===== config.mk =====
export PLATFORM = sky130hd
export DESIGN_NAME = vio_stim_sequencer_flat
export DESIGN_NICKNAME = d
export VERILOG_FILES = /design/src/rtl/vio_stim_sequencer_if.sv /design/src/rtl/vio_stim_sequencer.sv /design/src/flat_wrapper.sv
export SDC_FILE = /design/constraint.sdc
export NUM_CORES = 1
export LEC_CHECK = 0
export CAP_MARGIN = 20
export CORE_ASPECT_RATIO = 0.7
export CORE_MARGIN = 5
export CORE_UTILIZATION = 28
export DETAILED_ROUTE_END_ITERATION = 6
export GPL_TIMING_DRIVEN = 0
export SKIP_CTS_REPAIR_TIMING = 1
export SLEW_MARGIN = 5
export SYNTH_ARGS = -nofsm -noshare
export SYNTH_HDL_FRONTEND = slang
export SYNTH_SLANG_ARGS = --single-unit

===== constraint.sdc =====
create_clock -name clk -period 3.7 [get_ports clk]
set_input_delay 1.11 -clock clk [delete_from_list [all_inputs] [get_ports clk]]
set_output_delay 1.11 -clock clk [all_outputs]
set_load 0.01 [all_outputs]

===== src/rtl/vio_stim_sequencer_if.sv =====
// Bus bundle between the stimulus sequencer and whoever owns the VIO/step-memory side.
// The sequencer takes the slave modport; the environment driving it takes master.
interface vio_stim_sequencer_if #(
    parameter int DEPTH  = 16,
    parameter int HOLD_W = 16
);
    localparam int AW = $clog2(DEPTH);

    logic [4:0]          vio_btn;
    logic [15:0]         vio_sw;
    logic                wr_en;
    logic [AW-1:0]       wr_addr;
    logic [21+HOLD_W-1:0] wr_data;
    logic [4:0]          num_steps;
    logic                start;
    logic                abort;
    logic                loop;
    logic [15:0]         led_in;
    logic [4:0]          btn_out;
    logic [15:0]         sw_out;
    logic                busy;
    logic [AW-1:0]       step_idx;
    logic                step_done;
    logic [15:0]         cap_led;
    logic                done;

    modport master (
        output vio_btn, vio_sw, wr_en, wr_addr, wr_data, num_steps,
               start, abort, loop, led_in,
        input  btn_out, sw_out, busy, step_idx, step_done, cap_led, done
    );

    modport slave (
        input  vio_btn, vio_sw, wr_en, wr_addr, wr_data, num_steps,
               start, abort, loop, led_in,
        output btn_out, sw_out, busy, step_idx, step_done, cap_led, done
    );
endinterface


===== src/rtl/vio_stim_sequencer.sv =====
// Replays a small table of {buttons, switches, hold} steps onto a DUT, capturing its LEDs
// at the end of each step; hands the buttons/switches back to the VIO whenever idle.
module vio_stim_sequencer #(
    parameter int DEPTH  = 16,
    parameter int HOLD_W = 16
) (
    input  logic                clk,
    input  logic                rst,
    vio_stim_sequencer_if.slave bus
);
    localparam int AW = $clog2(DEPTH);
    localparam int EW = 21 + HOLD_W;

    typedef enum logic {IDLE, RUN} state_t;

    state_t            state_q, state_d;
    logic [4:0]        btn_out_q, btn_out_d;
    logic [15:0]       sw_out_q, sw_out_d;
    logic [15:0]       cap_led_q, cap_led_d;
    logic [AW-1:0]     step_idx_q, step_idx_d;
    logic              step_done_q, step_done_d;
    logic              done_q, done_d;
    logic [HOLD_W-1:0] hold_cnt_q, hold_cnt_d;
    logic [4:0]        n_q, n_d;
    logic [EW-1:0]     mem_q [DEPTH];

    logic [4:0]        n_eff;
    logic              last_step;
    logic              load;
    logic [AW-1:0]     load_idx;
    logic [EW-1:0]     ent;

    function automatic logic [4:0] ent_btn(input logic [EW-1:0] e);
        return e[EW-1 -: 5];
    endfunction

    function automatic logic [15:0] ent_sw(input logic [EW-1:0] e);
        return e[HOLD_W +: 16];
    endfunction

    function automatic logic [HOLD_W-1:0] ent_hold(input logic [EW-1:0] e);
        return e[HOLD_W-1:0];
    endfunction

    // Step table is deliberately left unreset; it is only writable while idle.
    always_ff @(posedge clk) begin
        if (bus.wr_en && state_q == IDLE) begin
            mem_q[bus.wr_addr] <= bus.wr_data;
        end
    end

    always_comb begin
        n_eff       = (bus.num_steps > 5'(DEPTH)) ? 5'(DEPTH) : bus.num_steps;
        last_step   = (5'(step_idx_q) + 5'd1) == n_q;
        state_d     = state_q;
        btn_out_d   = bus.vio_btn;
        sw_out_d    = bus.vio_sw;
        cap_led_d   = cap_led_q;
        step_idx_d  = '0;
        step_done_d = 1'b0;
        done_d      = 1'b0;
        hold_cnt_d  = hold_cnt_q;
        n_d         = n_q;
        load        = 1'b0;
        load_idx    = '0;

        if (state_q == IDLE) begin
            if (bus.start && !bus.abort && n_eff != 5'd0) begin
                state_d = RUN;
                n_d     = n_eff;
                load    = 1'b1;
            end
        end else begin
            if (bus.abort) begin
                state_d = IDLE;
            end else if (hold_cnt_q != '0) begin
                hold_cnt_d = hold_cnt_q - HOLD_W'(1);
                step_idx_d = step_idx_q;
                btn_out_d  = btn_out_q;
                sw_out_d   = sw_out_q;
            end else begin
                // Last cycle of the step: capture, then chain straight into the next step.
                cap_led_d   = bus.led_in;
                step_done_d = 1'b1;
                if (!last_step) begin
                    load     = 1'b1;
                    load_idx = step_idx_q + AW'(1);
                end else begin
                    done_d = 1'b1;
                    if (bus.loop) begin
                        load = 1'b1;
                    end else begin
                        state_d = IDLE;
                    end
                end
            end
        end

        ent = mem_q[load_idx];
        if (load) begin
            step_idx_d = load_idx;
            btn_out_d  = ent_btn(ent);
            sw_out_d   = ent_sw(ent);
            hold_cnt_d = ent_hold(ent);
        end
    end

    always_ff @(posedge clk or posedge rst) begin
        if (rst) begin
            state_q     <= IDLE;
            btn_out_q   <= '0;
            sw_out_q    <= '0;
            cap_led_q   <= '0;
            step_idx_q  <= '0;
            step_done_q <= 1'b0;
            done_q      <= 1'b0;
            hold_cnt_q  <= '0;
            n_q         <= '0;
        end else begin
            state_q     <= state_d;
            btn_out_q   <= btn_out_d;
            sw_out_q    <= sw_out_d;
            cap_led_q   <= cap_led_d;
            step_idx_q  <= step_idx_d;
            step_done_q <= step_done_d;
            done_q      <= done_d;
            hold_cnt_q  <= hold_cnt_d;
            n_q         <= n_d;
        end
    end

    assign bus.btn_out   = btn_out_q;
    assign bus.sw_out    = sw_out_q;
    assign bus.busy      = (state_q == RUN);
    assign bus.step_idx  = step_idx_q;
    assign bus.step_done = step_done_q;
    assign bus.cap_led   = cap_led_q;
    assign bus.done      = done_q;
endmodule


===== src/flat_wrapper.sv =====
// flat-port wrapper written by rule: the top's interface ports become plain ports
module vio_stim_sequencer_flat 
#(
    parameter int DEPTH  = 16,
    parameter int HOLD_W = 16
)
  (clk, rst, bus_vio_btn, bus_vio_sw, bus_wr_en, bus_wr_addr, bus_wr_data, bus_num_steps, bus_start, bus_abort, bus_loop, bus_led_in, bus_btn_out, bus_sw_out, bus_busy, bus_step_idx, bus_step_done, bus_cap_led, bus_done);
  vio_stim_sequencer_if #(.DEPTH(DEPTH), .HOLD_W(HOLD_W)) bus_i ();
  input  logic clk;
  input  logic rst;
  input wire logic [$bits(bus_i.vio_btn)-1:0] bus_vio_btn;
  input wire logic [$bits(bus_i.vio_sw)-1:0] bus_vio_sw;
  input wire logic [$bits(bus_i.wr_en)-1:0] bus_wr_en;
  input wire logic [$bits(bus_i.wr_addr)-1:0] bus_wr_addr;
  input wire logic [$bits(bus_i.wr_data)-1:0] bus_wr_data;
  input wire logic [$bits(bus_i.num_steps)-1:0] bus_num_steps;
  input wire logic [$bits(bus_i.start)-1:0] bus_start;
  input wire logic [$bits(bus_i.abort)-1:0] bus_abort;
  input wire logic [$bits(bus_i.loop)-1:0] bus_loop;
  input wire logic [$bits(bus_i.led_in)-1:0] bus_led_in;
  output wire logic [$bits(bus_i.btn_out)-1:0] bus_btn_out;
  output wire logic [$bits(bus_i.sw_out)-1:0] bus_sw_out;
  output wire logic [$bits(bus_i.busy)-1:0] bus_busy;
  output wire logic [$bits(bus_i.step_idx)-1:0] bus_step_idx;
  output wire logic [$bits(bus_i.step_done)-1:0] bus_step_done;
  output wire logic [$bits(bus_i.cap_led)-1:0] bus_cap_led;
  output wire logic [$bits(bus_i.done)-1:0] bus_done;
  assign bus_i.vio_btn = bus_vio_btn;
  assign bus_i.vio_sw = bus_vio_sw;
  assign bus_i.wr_en = bus_wr_en;
  assign bus_i.wr_addr = bus_wr_addr;
  assign bus_i.wr_data = bus_wr_data;
  assign bus_i.num_steps = bus_num_steps;
  assign bus_i.start = bus_start;
  assign bus_i.abort = bus_abort;
  assign bus_i.loop = bus_loop;
  assign bus_i.led_in = bus_led_in;
  assign bus_btn_out = bus_i.btn_out;
  assign bus_sw_out = bus_i.sw_out;
  assign bus_busy = bus_i.busy;
  assign bus_step_idx = bus_i.step_idx;
  assign bus_step_done = bus_i.step_done;
  assign bus_cap_led = bus_i.cap_led;
  assign bus_done = bus_i.done;
  vio_stim_sequencer #(.DEPTH(DEPTH), .HOLD_W(HOLD_W)) u_core (.clk(clk), .rst(rst), .bus(bus_i));
endmodule

* Word-level counts from Yosys, hierarchy flattened
Memory sizes are Yosys's and may differ from the RTL's.
Cells that the tools add are included.
** Word-level totals
- Flip-flop bits (word level) :: 65
- Memories kept :: 1
- Bits of input ports :: 89
- RAM bits :: 592
** Memory list
- u_core.mem_q :: words 16, width 37, rd ports 1, clocked after Yosys merged registers in 0, write ports 1, RTL line vio_stim_sequencer.sv:25 : logic [EW-1:0] mem_q [DEPTH];
** Cells by class
- Reduce and logical (&&, ||, !) cells :: 11
- Muxes and demuxes :: 39
- Bitwise operators :: 3
- $lt $le $gt $ge :: 1
- Add/subtract/negate cells :: 3
- Equality and inequality tests :: 3
** Operator list (count)
- 16-bit two-way mux :: 8
- 4-bit two-way mux :: 8
- 5-bit two-way mux :: 5
- 1-bit two-way mux :: 18
- 16-bit nonzero test :: 1
- 16-bit by 1-bit subtractor with 16-bit output (second input constant) :: 1
- 3-bit AND reduction :: 2
- 4-bit by 1-bit adder with 5-bit output (second input constant) :: 1
- 5-bit equality test :: 1
- 5-bit > comparator (second input constant) :: 1
- 5-bit nonzero test :: 1
- 4-bit by 1-bit adder with 4-bit output (second input constant) :: 1
- 4-bit != test (second input constant) :: 1
- 2-bit nonzero test :: 2
- 1-bit logical AND :: 3
- 1-bit inverter :: 3
- 2-bit by 1-bit != test with 1-bit output (second input constant) :: 1
- 2-bit AND reduction :: 1
- 1-bit zero test :: 1

* Longest topological paths before layout
Gate-level depths: netlist of run 1.
- Depth after elaboration :: 8
- Mapped depth :: 14

* Worst setup path before layout of run 1
OpenSTA, ideal clock, no wires.
- Path kind :: in2reg
- Start :: input bus_wr_en
- End :: memory u_core.mem_q[8][0] in the netlist's numbering, enable pin
- Slack :: -1.006 ns
- Library setup time :: 0.478 ns
- Arrival :: 4.229 ns
- Data required time :: 3.222 ns
- Stages :: 3
- Path buffers :: 0
- Cell sequence :: nand2b_1 -> or3b_2 -> nor3_1
** On the way
- Cells in the longest elaborated chain, start to end :: 3
** RTL lines
- start: declaration :: RTL line flat_wrapper.sv:13 : input wire logic [$bits(bus_i.wr_en)-1:0] bus_wr_en;
- 1-bit logical AND :: RTL line vio_stim_sequencer.sv:47 : if (bus.wr_en && state_q == IDLE) begin
- 1-bit two-way mux :: RTL line vio_stim_sequencer.sv:47
- 1-bit two-way mux (not written as such) :: RTL line vio_stim_sequencer.sv:48 : mem_q[bus.wr_addr] <= bus.wr_data;
- end: declaration :: RTL line vio_stim_sequencer.sv:25
Every way passes these cells.

* Worst setup path after layout of run 1
- Start :: register u_core.step_idx_q[0], in the netlist u_core.bus.step_idx[0]
- End :: register u_core.hold_cnt_q[7]
** On the way
- Cells in the longest elaborated chain, start to end :: 8
- Elaborated cells on any way between the ends :: 17
- Those cells by class :: 2 x add/sub; 2 x eq/ne; 9 x mux; 3 x reduce/logical; 1 x memory
** RTL lines
- start: declaration :: RTL line vio_stim_sequencer.sv:20 : logic [AW-1:0] step_idx_q, step_idx_d;
- start signal: assignment :: RTL line vio_stim_sequencer.sv:124 : step_idx_q <= step_idx_d;
- 4-bit by 1-bit adder with 5-bit output :: RTL line vio_stim_sequencer.sv:54 : last_step = (5'(step_idx_q) + 5'd1) == n_q;
- 5-bit equality test :: RTL line vio_stim_sequencer.sv:54
- 4-bit two-way mux / 1-bit two-way mux (equally long branches) :: RTL line vio_stim_sequencer.sv:85 : if (!last_step) begin
- 4-bit two-way mux / 1-bit two-way mux (equally long branches) :: RTL line vio_stim_sequencer.sv:76 : end else if (hold_cnt_q != '0) begin
- 4-bit two-way mux / 1-bit two-way mux (equally long branches) :: RTL line vio_stim_sequencer.sv:74 : if (bus.abort) begin
- 4-bit two-way mux / 1-bit two-way mux (equally long branches) :: RTL line vio_stim_sequencer.sv:67 : if (state_q == IDLE) begin
- memory 16 x 37 bit, or another cell as far along
- 16-bit two-way mux / 3-bit AND reduction (equally long branches)
- end signal: assignment :: RTL line vio_stim_sequencer.sv:127 : hold_cnt_q <= hold_cnt_d;
- end: declaration :: RTL line vio_stim_sequencer.sv:23 : logic [HOLD_W-1:0] hold_cnt_q, hold_cnt_d;
Parallel ways exist; a longest one is shown, timed or not.
A chain may end at the register's enable or synchronous reset.

==> impl_summary.txt, run 1 <==
----------------------------------------------------
[Run status]
  Status ... finished, final reports clean

[Global route]
  GRT Residual Overflow ... 0
  Global-route wire length before repair ... between 100000 and 150000 um
  GRT Overall Usage ... approximately 17%
  Number of antenna violations at the first check in global routing ... 9
  Vias in the first global route ... between 15000 and 20000
  Maximum number of pins on one net before global-route repair ... between 40 and 50

[Critical path]
  Register-to-register path setup slack ... 0.05 ns
  Number of cell instances on the worst register-to-register path ... 10
  Crit Reg-Reg Startpoint ... u_core.bus.step_idx[0]
  Arrival time of data at the critical path endpoint ... roughly 4 ns
  Endpoint of the worst setup timing path ... u_core.hold_cnt_q[7]
  Launching instance or port of the critical path ... u_core.bus.step_idx[0]
  Crit path max-delay cell type ... sky130_fd_sc_hd__a211oi_1
  Crit-path max FO ... 10
  Crit path kind ... reg -> reg
  Type of origin of the critical path ... flop
  Cell family contributing the most delay on the critical path ... compound AO/OA/AOI/OAI gates
  CP required ... between 4 and 5 ns
  Stages on the worst setup path ... 10
  Largest incremental delay on the critical path ... between 0.5 and 0.6 ns
  Crit path buf inv count ... 2
  RR Endpoint ... u_core.hold_cnt_q[7]
  Critical-path cell list ... ha_1 -> and4b_1 -> a22o_1 -> o211a_1 -> buf_4 -> nor3_4 -> clkbuf_2 -> a31oi_1 -> a211oi_1 -> nor3_1
  Critical path capture point type ... flop

[Clock tree]
  Clk Latency, worst-skew pair ... about 0.62 ns
  Max clock buf depth ... 3
  Clock buffers created by TritonCTS ... between 60 and 70
  TritonCTS clock tree ... yes
  Clock root buffer ... sky130_fd_sc_hd__clkbuf_16
  CTS clock-pin slew for the worst setup and hold paths ... 0.06 ns
  CTS H-tree depth ... 3
  Number of sinks on the clock net ... 657

[Synth]
  Area share of the leading cell type in the synthesized netlist ... 67.8%
  Number of distinct library cell variants in the gate-level netlist after synthesis ... 85
  Number of flops mapped to enable cells by yosys ... approximately 590
  Most common cell in the netlist ... sky130_fd_sc_hd__edfxtp_1
  Synth Area per Inst ... between 10 and 15 sq um
  Most frequent cells after synthesis ... sky130_fd_sc_hd__edfxtp_1 (592), sky130_fd_sc_hd__nand2_1 (371), sky130_fd_sc_hd__a21oi_1 (74)
  Post-synth design cell area ... ~26000 sq um
  Async set-or-reset flop fraction in the synthesized netlist ... about 9.9%
  Largest area contributor in the synthesized netlist ... sky130_fd_sc_hd__edfxtp_1
  Number of synthesized register bits ... 657
  Yosys synthesis warning count ... 0
  Biggest area contributors in the synthesized netlist ... sky130_fd_sc_hd__edfxtp_1 (68%), sky130_fd_sc_hd__dfrtp_1 (6.2%), sky130_fd_sc_hd__nand2_1 (5.3%)
  Flip-flop cell with the highest count after synthesis ... sky130_fd_sc_hd__edfxtp_1
  Fraction of the yosys area taken by sequential cells ... 74.0%
  Synthesized net count ... between 1500 and 2000
  Cell count after synthesis ... approximately 1800

[Finish]
  P&R area growth vs syn ... 24.0%
  Multi-input logic area ... approximately 6600 sq um
  Final design area excluding fillers ... between 30000 and 40000 sq um
  Finished Core Util ... a little over a third
  Fill cell instance count of the final layout ... 8808
  Layout cells sized above 1 ... between 10% and 20%
  Final Non-Filler Cells ... 3376
  Storage element area ... between 15000 and 20000 sq um
  Net count reported at finish ... roughly 2200

[Routing]
  Number of iterations in the first detailed-routing pass ... 5
  Initial drt markers ... roughly 2300
  Avg Vias per Cell ... between 5 and 6
  Number of vias after detailed routing ... 17600
  DRT antenna net count ... 0
  DRC viols ... 0
  DR WL/cell ... between 20 and 30 um
  Total wirelength of the detailed-routed design ... slightly below 90000 um

[STA]
  Worst slew margin relative to its limit ... between 20% and 30%
  Final setup violating endpoints ... 0
  Top achievable clock speed ... approximately 270 MHz
  Setup repair after global routing missed its margin ... false
  Post-route clock period utilization ... 98.5%
  Max-slew violation count ... 0
  Minimum setup slack in the final design ... ~0.054 ns
  Setup TNS Final ... 0 ns
  Time the worst path needs with I/O delays and setup ... between 3 and 4 ns
  Final-layout worst hold slack ... 0.475 ns
  Slew at the pin closest to its max-slew limit ... approximately 1.1 ns
  Worst clock skew on the final layout ... ~0.028 ns
  Endpoints failing hold ... 0

[Die]
  Initial Utilization ... 28.4%
  Number of standard-cell rows in the floorplan ... between 90 and 100
  Number of ports placed on the die boundary ... approximately 130
  Die outline width ... approximately 380 um
  Die outline area ... ~100000 sq um
  Area of the core ... roughly 92000 sq um
  Die height ... about 270 um

[Place]
  Placer Congestion ... between 0.8 and 0.9
  Detailed Place HPWL ... 59700 um
  Post-place instance area ... 29900 sq um
  Quantity of I/O buffers inserted on ports ... ~130
  Worst slack, placed ... -1.44 ns
  Post-placement cell count ... between 3000 and 4000

[Pwr]
  Peak ir drop on the vdd network ... approximately 0.29 mV
  Pleak ... 10.9 nW
  Power, Total ... 16.2 mW
  Pwr Density ... 497 nW/um^2

[Job]
  Reported max-cap violation count ... 0

[Hold path]
  Hold/Removal Path Class ... reg -> reg

----------------------------------------------------
## where the power goes
part	leakage, nW	internal, mW	switching (mW)	total (mW)
logic	3.63	0.313	0.474	0.787
registers	6.14	8.25	0.117	8.37
clock network	1.11	4.02	2.98	7.00
total	10.9	12.6	3.57	16.2
## sequential cells by signal, indices dropped and copies added (netlist names)
register,cells
u_core.bus.btn_out,5
u_core.bus.busy,1
u_core.bus.cap_led,16
u_core.bus.done,1
u_core.bus.step_done,1
u_core.bus.step_idx,4
u_core.bus.sw_out,16
u_core.hold_cnt_q,16
u_core.mem_q,592
u_core.n_q,5
## cell type report
class                           instances  share of cell area, %
Inverter                               10                  0.127
Multi-Input combinational cell       1071                   20.4
Buffer                                105                   1.71
Clock buffer                           93                   5.71
Tap cell                             1235                   4.75
Antenna cell                            7                 0.0539
Timing Repair Buffer                  163                   6.14
Sequential cell                       657                   59.7
Clock inverter                         35                   1.39
## logic make-up after synthesis
| kind of cell | count (synthesis) | synth area share (%) |
|---|---|---|
| AOI/OAI and AO/OA | 313 | 8.14 |
| and+or+nand+nor | 641 | 11.1 |
| adders and majority gates | 3 | 0.143 |
| muxes | 98 | 4.01 |
| DFF | 657 | 74.0 |
| xor gates and xnor gates | 16 | 0.592 |
| buffers and inverters | 116 | 1.94 |
## per-layer routing
metal / GRT usage [%] / wire length, um / part of all wire (%)
met4: 4.99 / 2430 / 2.8
met3: 5.70 / 10900 / 13
met5: 0 / 48 / 0.055
met2: 25.5 / 38400 / 44
met1: 23.0 / 35100 / 40
## placed cells by master, fill, tap and decap left out, types with 8 or more instances in the layout
| master | n |
|---|---|
| sky130_fd_sc_hd__clkdlybuf4s50_1 | 131 |
| sky130_fd_sc_hd__a21oi_1 | 73 |
| sky130_fd_sc_hd__nand3_1 | 72 |
| sky130_fd_sc_hd__buf_16 | 12 |
| sky130_fd_sc_hd__nand2_1 | 368 |
| sky130_fd_sc_hd__clkbuf_16 | 69 |
| sky130_fd_sc_hd__xnor2_1 | 8 |
| sky130_fd_sc_hd__nor2_1 | 41 |
| sky130_fd_sc_hd__nor2_4 | 15 |
| sky130_fd_sc_hd__nor4_1 | 22 |
| sky130_fd_sc_hd__clkbuf_1 | 41 |
| sky130_fd_sc_hd__clkbuf_2 | 34 |
| sky130_fd_sc_hd__o22a_1 | 21 |
| sky130_fd_sc_hd__o21ai_0 | 42 |
| sky130_fd_sc_hd__a32oi_1 | 26 |
| sky130_fd_sc_hd__dfrtp_1 | 65 |
| sky130_fd_sc_hd__clkinv_1 | 10 |
| sky130_fd_sc_hd__a211oi_1 | 12 |
| sky130_fd_sc_hd__mux2i_1 | 69 |
| sky130_fd_sc_hd__buf_2 | 30 |
| sky130_fd_sc_hd__or3_1 | 15 |
| sky130_fd_sc_hd__edfxtp_1 | 592 |
| sky130_fd_sc_hd__mux2_2 | 26 |
| sky130_fd_sc_hd__buf_12 | 13 |
| sky130_fd_sc_hd__o22ai_1 | 9 |
| sky130_fd_sc_hd__clkbuf_4 | 11 |
| sky130_fd_sc_hd__nor3_1 | 40 |
| sky130_fd_sc_hd__a31oi_1 | 47 |
| sky130_fd_sc_hd__inv_1 | 8 |
## worst min path at each step
stage                                 startpoint                     end  slack [ns]  depth (start not counted)
after floorplan                    u_core.n_q[0]           u_core.n_q[0]        0.46                          2
after global placement    u_core.bus.cap_led[13]  u_core.bus.cap_led[13]        0.47                          2
after detailed placement   u_core.bus.cap_led[6]   u_core.bus.cap_led[6]        0.46                          2
after CTS                  u_core.bus.cap_led[6]   u_core.bus.cap_led[6]        0.48                          2
after global routing       u_core.bus.cap_led[6]   u_core.bus.cap_led[6]        0.51                          2
final                      u_core.bus.cap_led[6]   u_core.bus.cap_led[6]        0.48                          2
## tightest hold or removal path, cell delays in order, from the launching register on
cell and delay (ns):
sky130_fd_sc_hd__dfrtp_1 0.34, sky130_fd_sc_hd__nand2_1 0.05, sky130_fd_sc_hd__nand2_1 0.06
No activity file was read; power rests on OpenSTA's default activity.
==> run 2, diff against run 1 <==
- ABC_CLOCK_PERIOD_IN_PS: unset -> 4300
- clock period: 3.7 -> 4.3 ns (I/O delays scaled with it)
==> run 2 against run 1 <==
The run now ends with negative setup slack left. Utilization shrank 0.25 points. Combinational power fell by 14%. Critical endpoint is now u_core.bus.btn_out[1]. Largest cell class unchanged. Critical path depth did not move. Routed wire length up 0.19%. Setup slack worse by 0.092 ns. Cell count barely moved. Design area fell by 0.71%. Die area stayed put. Sequential cell count unchanged. Clock power down 14%. Worst hold slack is essentially flat. Non-clock buffer count did not move.
==> impl_summary.txt, run 2 (synthesized netlist as in run 1, its figures left out) <==
----------------------------------------------------
[Place]
  Quantity of I/O buffers inserted on ports ... around 130
  Placer Congestion ... a little under 0.9
  Detailed Place HPWL ... about 60000 um
  Post-placement cell count ... approximately 3200

[Die]
  Initial Utilization ... between 20% and 30%
  Die height ... 266 um
  Number of standard-cell rows in the floorplan ... a little over 90
  Die outline width ... 376 um
  Area of the core ... between 90000 and 100000 sq um
  Die outline area ... 99900 sq um
  Number of ports placed on the die boundary ... ~130

[Critical path]
  Register-to-register path setup slack ... 0.17 ns
  RR Endpoint ... u_core.bus.btn_out[0]
  Crit Reg-Reg Startpoint ... u_core.bus.step_idx[0]
  CP required ... approximately 4.8 ns
  Crit-path max FO ... 10
  Number of cell instances on the worst register-to-register path ... 10
  Critical path capture point type ... flop
  Crit path max-delay cell type ... sky130_fd_sc_hd__buf_1
  Crit path kind ... in -> reg
  Type of origin of the critical path ... input pin
  Arrival time of data at the critical path endpoint ... a little under 5 ns
  Largest incremental delay on the critical path ... about 0.87 ns
  Critical-path cell list ... clkdlybuf4s50_1 -> nand2b_1 -> nor2_2 -> nand2_4 -> clkinv_2 -> nand3_1 -> clkbuf_1 -> buf_1 -> a31oi_1 -> nor3_1

[Finish]
  Most frequent standard cell in the layout excluding fill and tap cells ... sky130_fd_sc_hd__edfxtp_1
  Commonest cells after routing, fill and taps aside ... sky130_fd_sc_hd__edfxtp_1 (592), sky130_fd_sc_hd__nand2_1 (371), sky130_fd_sc_hd__clkdlybuf4s50_1 (132), sky130_fd_sc_hd__a21oi_1 (74), sky130_fd_sc_hd__nand3_1 (72)
  Final Non-Filler Cells ... ~3400
  Top register by number of flip-flops ... u_core.mem_q
  Storage element area ... approximately 19000 sq um
  Fill cell instance count of the final layout ... slightly below 9000
  Net count reported at finish ... roughly 2200
  Multi-input logic area ... approximately 6500 sq um
  Finished Core Util ... 34.9%
  Layout cells sized above 1 ... between 10% and 20%
  Number of flip-flops in the largest register ... a little under 600
  P&R area growth vs syn ... 23.1%

[Clock tree]
  TritonCTS clock tree ... yes
  CTS clock-pin slew for the worst setup and hold paths ... around 0.060 ns
  Number of sinks on the clock net ... 657
  Clock root buffer ... sky130_fd_sc_hd__clkbuf_16
  CTS H-tree depth ... 3
  Clock buffers created by TritonCTS ... 69
  Clk Latency, worst-skew pair ... between 0.6 and 0.7 ns
  Max clock buf depth ... 3

[Routing]
  Total wirelength of the detailed-routed design ... 87000 um
  Avg Vias per Cell ... approximately 5.2
  DR WL/cell ... about 26 um
  Number of iterations in the first detailed-routing pass ... 7
  DRC viols ... 0
  DRT antenna net count ... 0
  Number of vias after detailed routing ... roughly 18000
  Initial drt markers ... around 2400

[Run status]
  Status ... complete, but fails checks
  Violated checks ... negative setup slack

[STA]
  Setup repair after global routing missed its margin ... true
  Minimum setup slack in the final design ... -0.0377 ns
  Max-slew violation count ... 0
  Worst clock skew on the final layout ... 0.0264 ns
  Worst slew margin relative to its limit ... ~17%
  Top achievable clock speed ... around 230 MHz
  Endpoints failing hold ... 0
  Post-route clock period utilization ... 101%
  Final setup violating endpoints ... 1
  Time the worst path needs with I/O delays and setup ... 4.34 ns
  Slew at the pin closest to its max-slew limit ... roughly 1.2 ns

[Hold path]
  Launch instance of the worst min-delay path ... u_core.bus.cap_led[10]
  Hold path cells ... 2
  Hold Path Sink ... u_core.bus.cap_led[10]
  Hold/Removal Path Class ... reg -> reg

[Global route]
  Number of antenna violations at the first check in global routing ... 9
  GRT Overall Usage ... 16.9%
  Global-route wire length before repair ... 123000 um
  Maximum number of pins on one net before global-route repair ... 46
  GRT Residual Overflow ... 0
  Vias in the first global route ... between 15000 and 20000

[Pwr]
  Pwr Density ... approximately 430 nW/um^2
  Pleak ... 10.8 nW
  Peak ir drop on the vdd network ... between 0.2 and 0.3 mV

[Job]
  Reported max-cap violation count ... 0

----------------------------------------------------
==> run 2: stage by stage <==
step                      TNS (ns)  setup slack (ns)  hold slack [ns]  total power, mW  area [sq um]
after global placement    -1247.99             -2.24            0.467             7.94         29100
final                      -0.0377           -0.0377            0.475             13.9         32300
after floorplan                  0             0.406            0.460             7.57         26200
after global routing        -0.130           -0.0389            0.505             14.3         32300
after CTS                    -4.51            -0.356            0.477             13.9         32200
after detailed placement    -26.66             -1.02            0.462             7.99         29900
==> run 2: critical path: cells and delay by family <==
family	cells	cell delay (ns)
AND/OR/NAND/NOR	5	1.10
AO/OA/AOI/OAI	1	0.09
buffers and inverters	4	2.32
==> run 2: worst max path at each step <==
stage	startpoint	to	slack [ns]	cells after the start
final	bus_abort	u_core.bus.btn_out[1]	-0.04	10
after floorplan	bus_wr_en	u_core.mem_q[10][0]	0.41	3
after global routing	bus_abort	u_core.bus.btn_out[1]	-0.04	10
after global placement	bus_wr_en	u_core.mem_q[9][20]	-2.24	4
after detailed placement	bus_abort	u_core.bus.btn_out[3]	-1.02	9
after CTS	bus_abort	u_core.bus.btn_out[3]	-0.36	9
==> run 2: area by class of cell <==
cell class              instances  share of cell area [%]
clock buffers                  93                    5.75
clock inverters                35                    1.40
well taps                    1235                    4.79
flip-flops and latches        657                    60.1
diodes                          5                  0.0388
multi-input cells            1071                    20.1
repair buffers                162                    6.16
inverters                      10                   0.128
plain buffers                 106                    1.50
==> run 2: layer usage <==
metal	vias to the layer above	GRT usage (%)	wire length [um]
li1	7511	-	-
met1	8787	23.0	35000
met2	1090	25.5	38300
met3	178	5.70	11200
met4	8	4.99	2550
met5	-	0	48
==> run 2: power by group <==
| group | switching, mW | internal, mW | total (mW) |
|---|---|---|---|
| sequential | 0.0983 | 7.10 | 7.20 |
| combinational | 0.407 | 0.266 | 0.673 |
| clock | 2.56 | 3.46 | 6.02 |
==> run 3, diff against run 2 <==
- CELL_PAD_IN_SITES_DETAIL_PLACEMENT: unset -> 1
- CELL_PAD_IN_SITES_GLOBAL_PLACEMENT: unset -> 2
- PLACE_DENSITY_LB_ADDON: unset -> 0.12
- TNS_END_PERCENT: unset -> 50
==> run 3 against run 2 <==
The run now ends clean. Worst hold slack gained 0.0052 ns. Critical path depth up 1. Clock-buffer cell count is 10 higher. Maximum frequency increased by 1.8%. Largest power group unchanged.
==> impl_summary.txt, run 3 (synthesized netlist as in run 1, its figures left out) <==
----------------------------------------------------
[Routing]
  Total wirelength of the detailed-routed design ... ~110000 um
  DRT antenna net count ... 0
  Avg Vias per Cell ... a little over 5
  Number of iterations in the first detailed-routing pass ... 5
  DRC viols ... 0
  Number of vias after detailed routing ... between 15000 and 20000
  DR WL/cell ... 31.1 um
  Initial drt markers ... 1691

[STA]
  Setup repair after global routing missed its margin ... true
  Time the worst path needs with I/O delays and setup ... around 4.3 ns
  Top achievable clock speed ... 235 MHz
  Slew at the pin closest to its max-slew limit ... ~1.1 ns
  Max-slew violation count ... 0
  Worst clock skew on the final layout ... ~0.020 ns
  Minimum setup slack in the final design ... between 0.04 and 0.05 ns
  Worst slew margin relative to its limit ... between 20% and 30%
  Endpoints failing hold ... 0
  Final setup violating endpoints ... 0
  Post-route clock period utilization ... approximately 99%
  Final-layout worst hold slack ... 0.481 ns

[Place]
  Placer Congestion ... between 0.7 and 0.8
  Quantity of I/O buffers inserted on ports ... 132
  Worst slack, placed ... -1.33 ns
  Post-place instance area ... 30200 sq um
  Detailed Place HPWL ... approximately 74000 um

[Die]
  Initial Utilization ... 28.4%
  Number of standard-cell rows in the floorplan ... between 90 and 100
  Die height ... ~270 um
  Area of the core ... approximately 92000 sq um
  Number of ports placed on the die boundary ... around 130
  Die outline width ... 376 um
  Die outline area ... about 100000 sq um

[Critical path]
  Arrival time of data at the critical path endpoint ... 4.77 ns
  Critical path capture point type ... flop
  Stages on the worst setup path ... 11
  Cell family contributing the most delay on the critical path ... simple AND/OR/NAND/NOR gates
  Number of cell instances on the worst register-to-register path ... 10
  Critical-path cell list ... clkdlybuf4s50_1 -> nor2b_1 -> nand2_1 -> nor3_1 -> nand2_2 -> nor2_1 -> buf_2 -> clkbuf_2 -> nand3_1 -> a31oi_1 -> nor3_1
  Crit path max-delay cell type ... sky130_fd_sc_hd__nor2b_1
  CP required ... a little under 5 ns
  Largest incremental delay on the critical path ... ~0.56 ns
  Type of origin of the critical path ... input pin
  Crit path buf inv count ... 3
  Cell seen most often among critical-path stages ... sky130_fd_sc_hd__nor3_1
  Crit path kind ... in -> reg
  Crit-path max FO ... 10

[Pwr]
  Peak ir drop on the vdd network ... 0.231 mV
  Pwr Density ... around 430 nW/um^2
  Power, Total ... 14.0 mW
  Pleak ... 11.0 nW

[Global route]
  Maximum number of pins on one net before global-route repair ... 43
  Vias in the first global route ... between 15000 and 20000
  GRT Residual Overflow ... 0
  Global-route wire length before repair ... 145000 um
  Number of antenna violations at the first check in global routing ... 7
  GRT Overall Usage ... about a fifth

[Finish]
  Net count reported at finish ... 2198
  Commonest cells after routing, fill and taps aside ... sky130_fd_sc_hd__edfxtp_1 (592), sky130_fd_sc_hd__nand2_1 (369), sky130_fd_sc_hd__clkdlybuf4s50_1 (132), sky130_fd_sc_hd__a21oi_1 (74), sky130_fd_sc_hd__nand3_1 (73)
  Finished Core Util ... approximately a third
  Most frequent standard cell in the layout excluding fill and tap cells ... sky130_fd_sc_hd__edfxtp_1
  Final design area excluding fillers ... 32500 sq um
  Layout cells sized above 1 ... between 10 and 15%
  Top register by number of flip-flops ... u_core.mem_q
  P&R area growth vs syn ... 24.1%
  Number of flip-flops in the largest register ... 592

[Clock tree]
  Clock root buffer ... sky130_fd_sc_hd__clkbuf_16
  TritonCTS clock tree ... yes
  Max clock buf depth ... 3
  Number of sinks on the clock net ... roughly 660
  Clock buffers created by TritonCTS ... 71
  Clk Latency, worst-skew pair ... around 0.64 ns
  CTS H-tree depth ... 3
  CTS clock-pin slew for the worst setup and hold paths ... about 0.06 ns

[Run status]
  Status ... finished, final reports clean

[Hold path]
  Hold/Removal Path Class ... reg -> reg
  Hold path cells ... 2

[Job]
  Reported max-cap violation count ... 0

----------------------------------------------------
[run 3: final cells by class]
cell class	instances	area, sq um
diodes	1	2.50
plain buffers	106	504
clock buffers	103	1990
clock inverters	25	249
fillers	9590	59900
inverters	10	41.3
multi-input cells	1071	6470
flip-flops and latches	657	19400
well taps	1235	1550
repair buffers	189	2330
[run 3: worst paths after layout]
path,slack (ns),start,endpoint
max,0.04,bus_abort,u_core.bus.btn_out[1]
min,0.48,u_core.bus.cap_led[11],u_core.bus.cap_led[11]
max reg2reg,0.17,u_core.bus.step_idx[0],u_core.hold_cnt_q[7]
min reg2reg,0.48,u_core.bus.cap_led[11],u_core.bus.cap_led[11]
max in group asynchronous,2.63,rst,u_core.bus.sw_out[11]
min in group asynchronous,1.01,rst,u_core.bus.cap_led[15]
[run 3: routing by layer]
layer	GRT usage, %	routed length, um	vias to the layer above
met4	4.08	1620	0
li1	-	-	7546
met2	31.5	46300	526
met5	0	0	-
met3	3.24	6150	90
met1	31.4	51500	9388
[run 3: worst min-delay path: cells and delay by family, from the launching register on]
family           cells  cell delay [ns]
flip-flops           1             0.35
AND/OR/NAND/NOR      2             0.10
[run 3: through the flow]
step / cells / setup TNS, ns
detailed placement: 3268 / -37.43
CTS: 3396 / -14.20
floorplan: 1844 / -16.22
finish: 3397 / 0
global placement: 3211 / -1949.34
global route: 3396 / -0.0110
[run 3: power breakdown]
group	switching (mW)	internal [mW]	total [mW]	leakage [nW]
Combinational	0.429	0.277	0.706	3.73
Clock	2.65	3.42	6.07	1.09
Sequential	0.0977	7.10	7.20	6.14
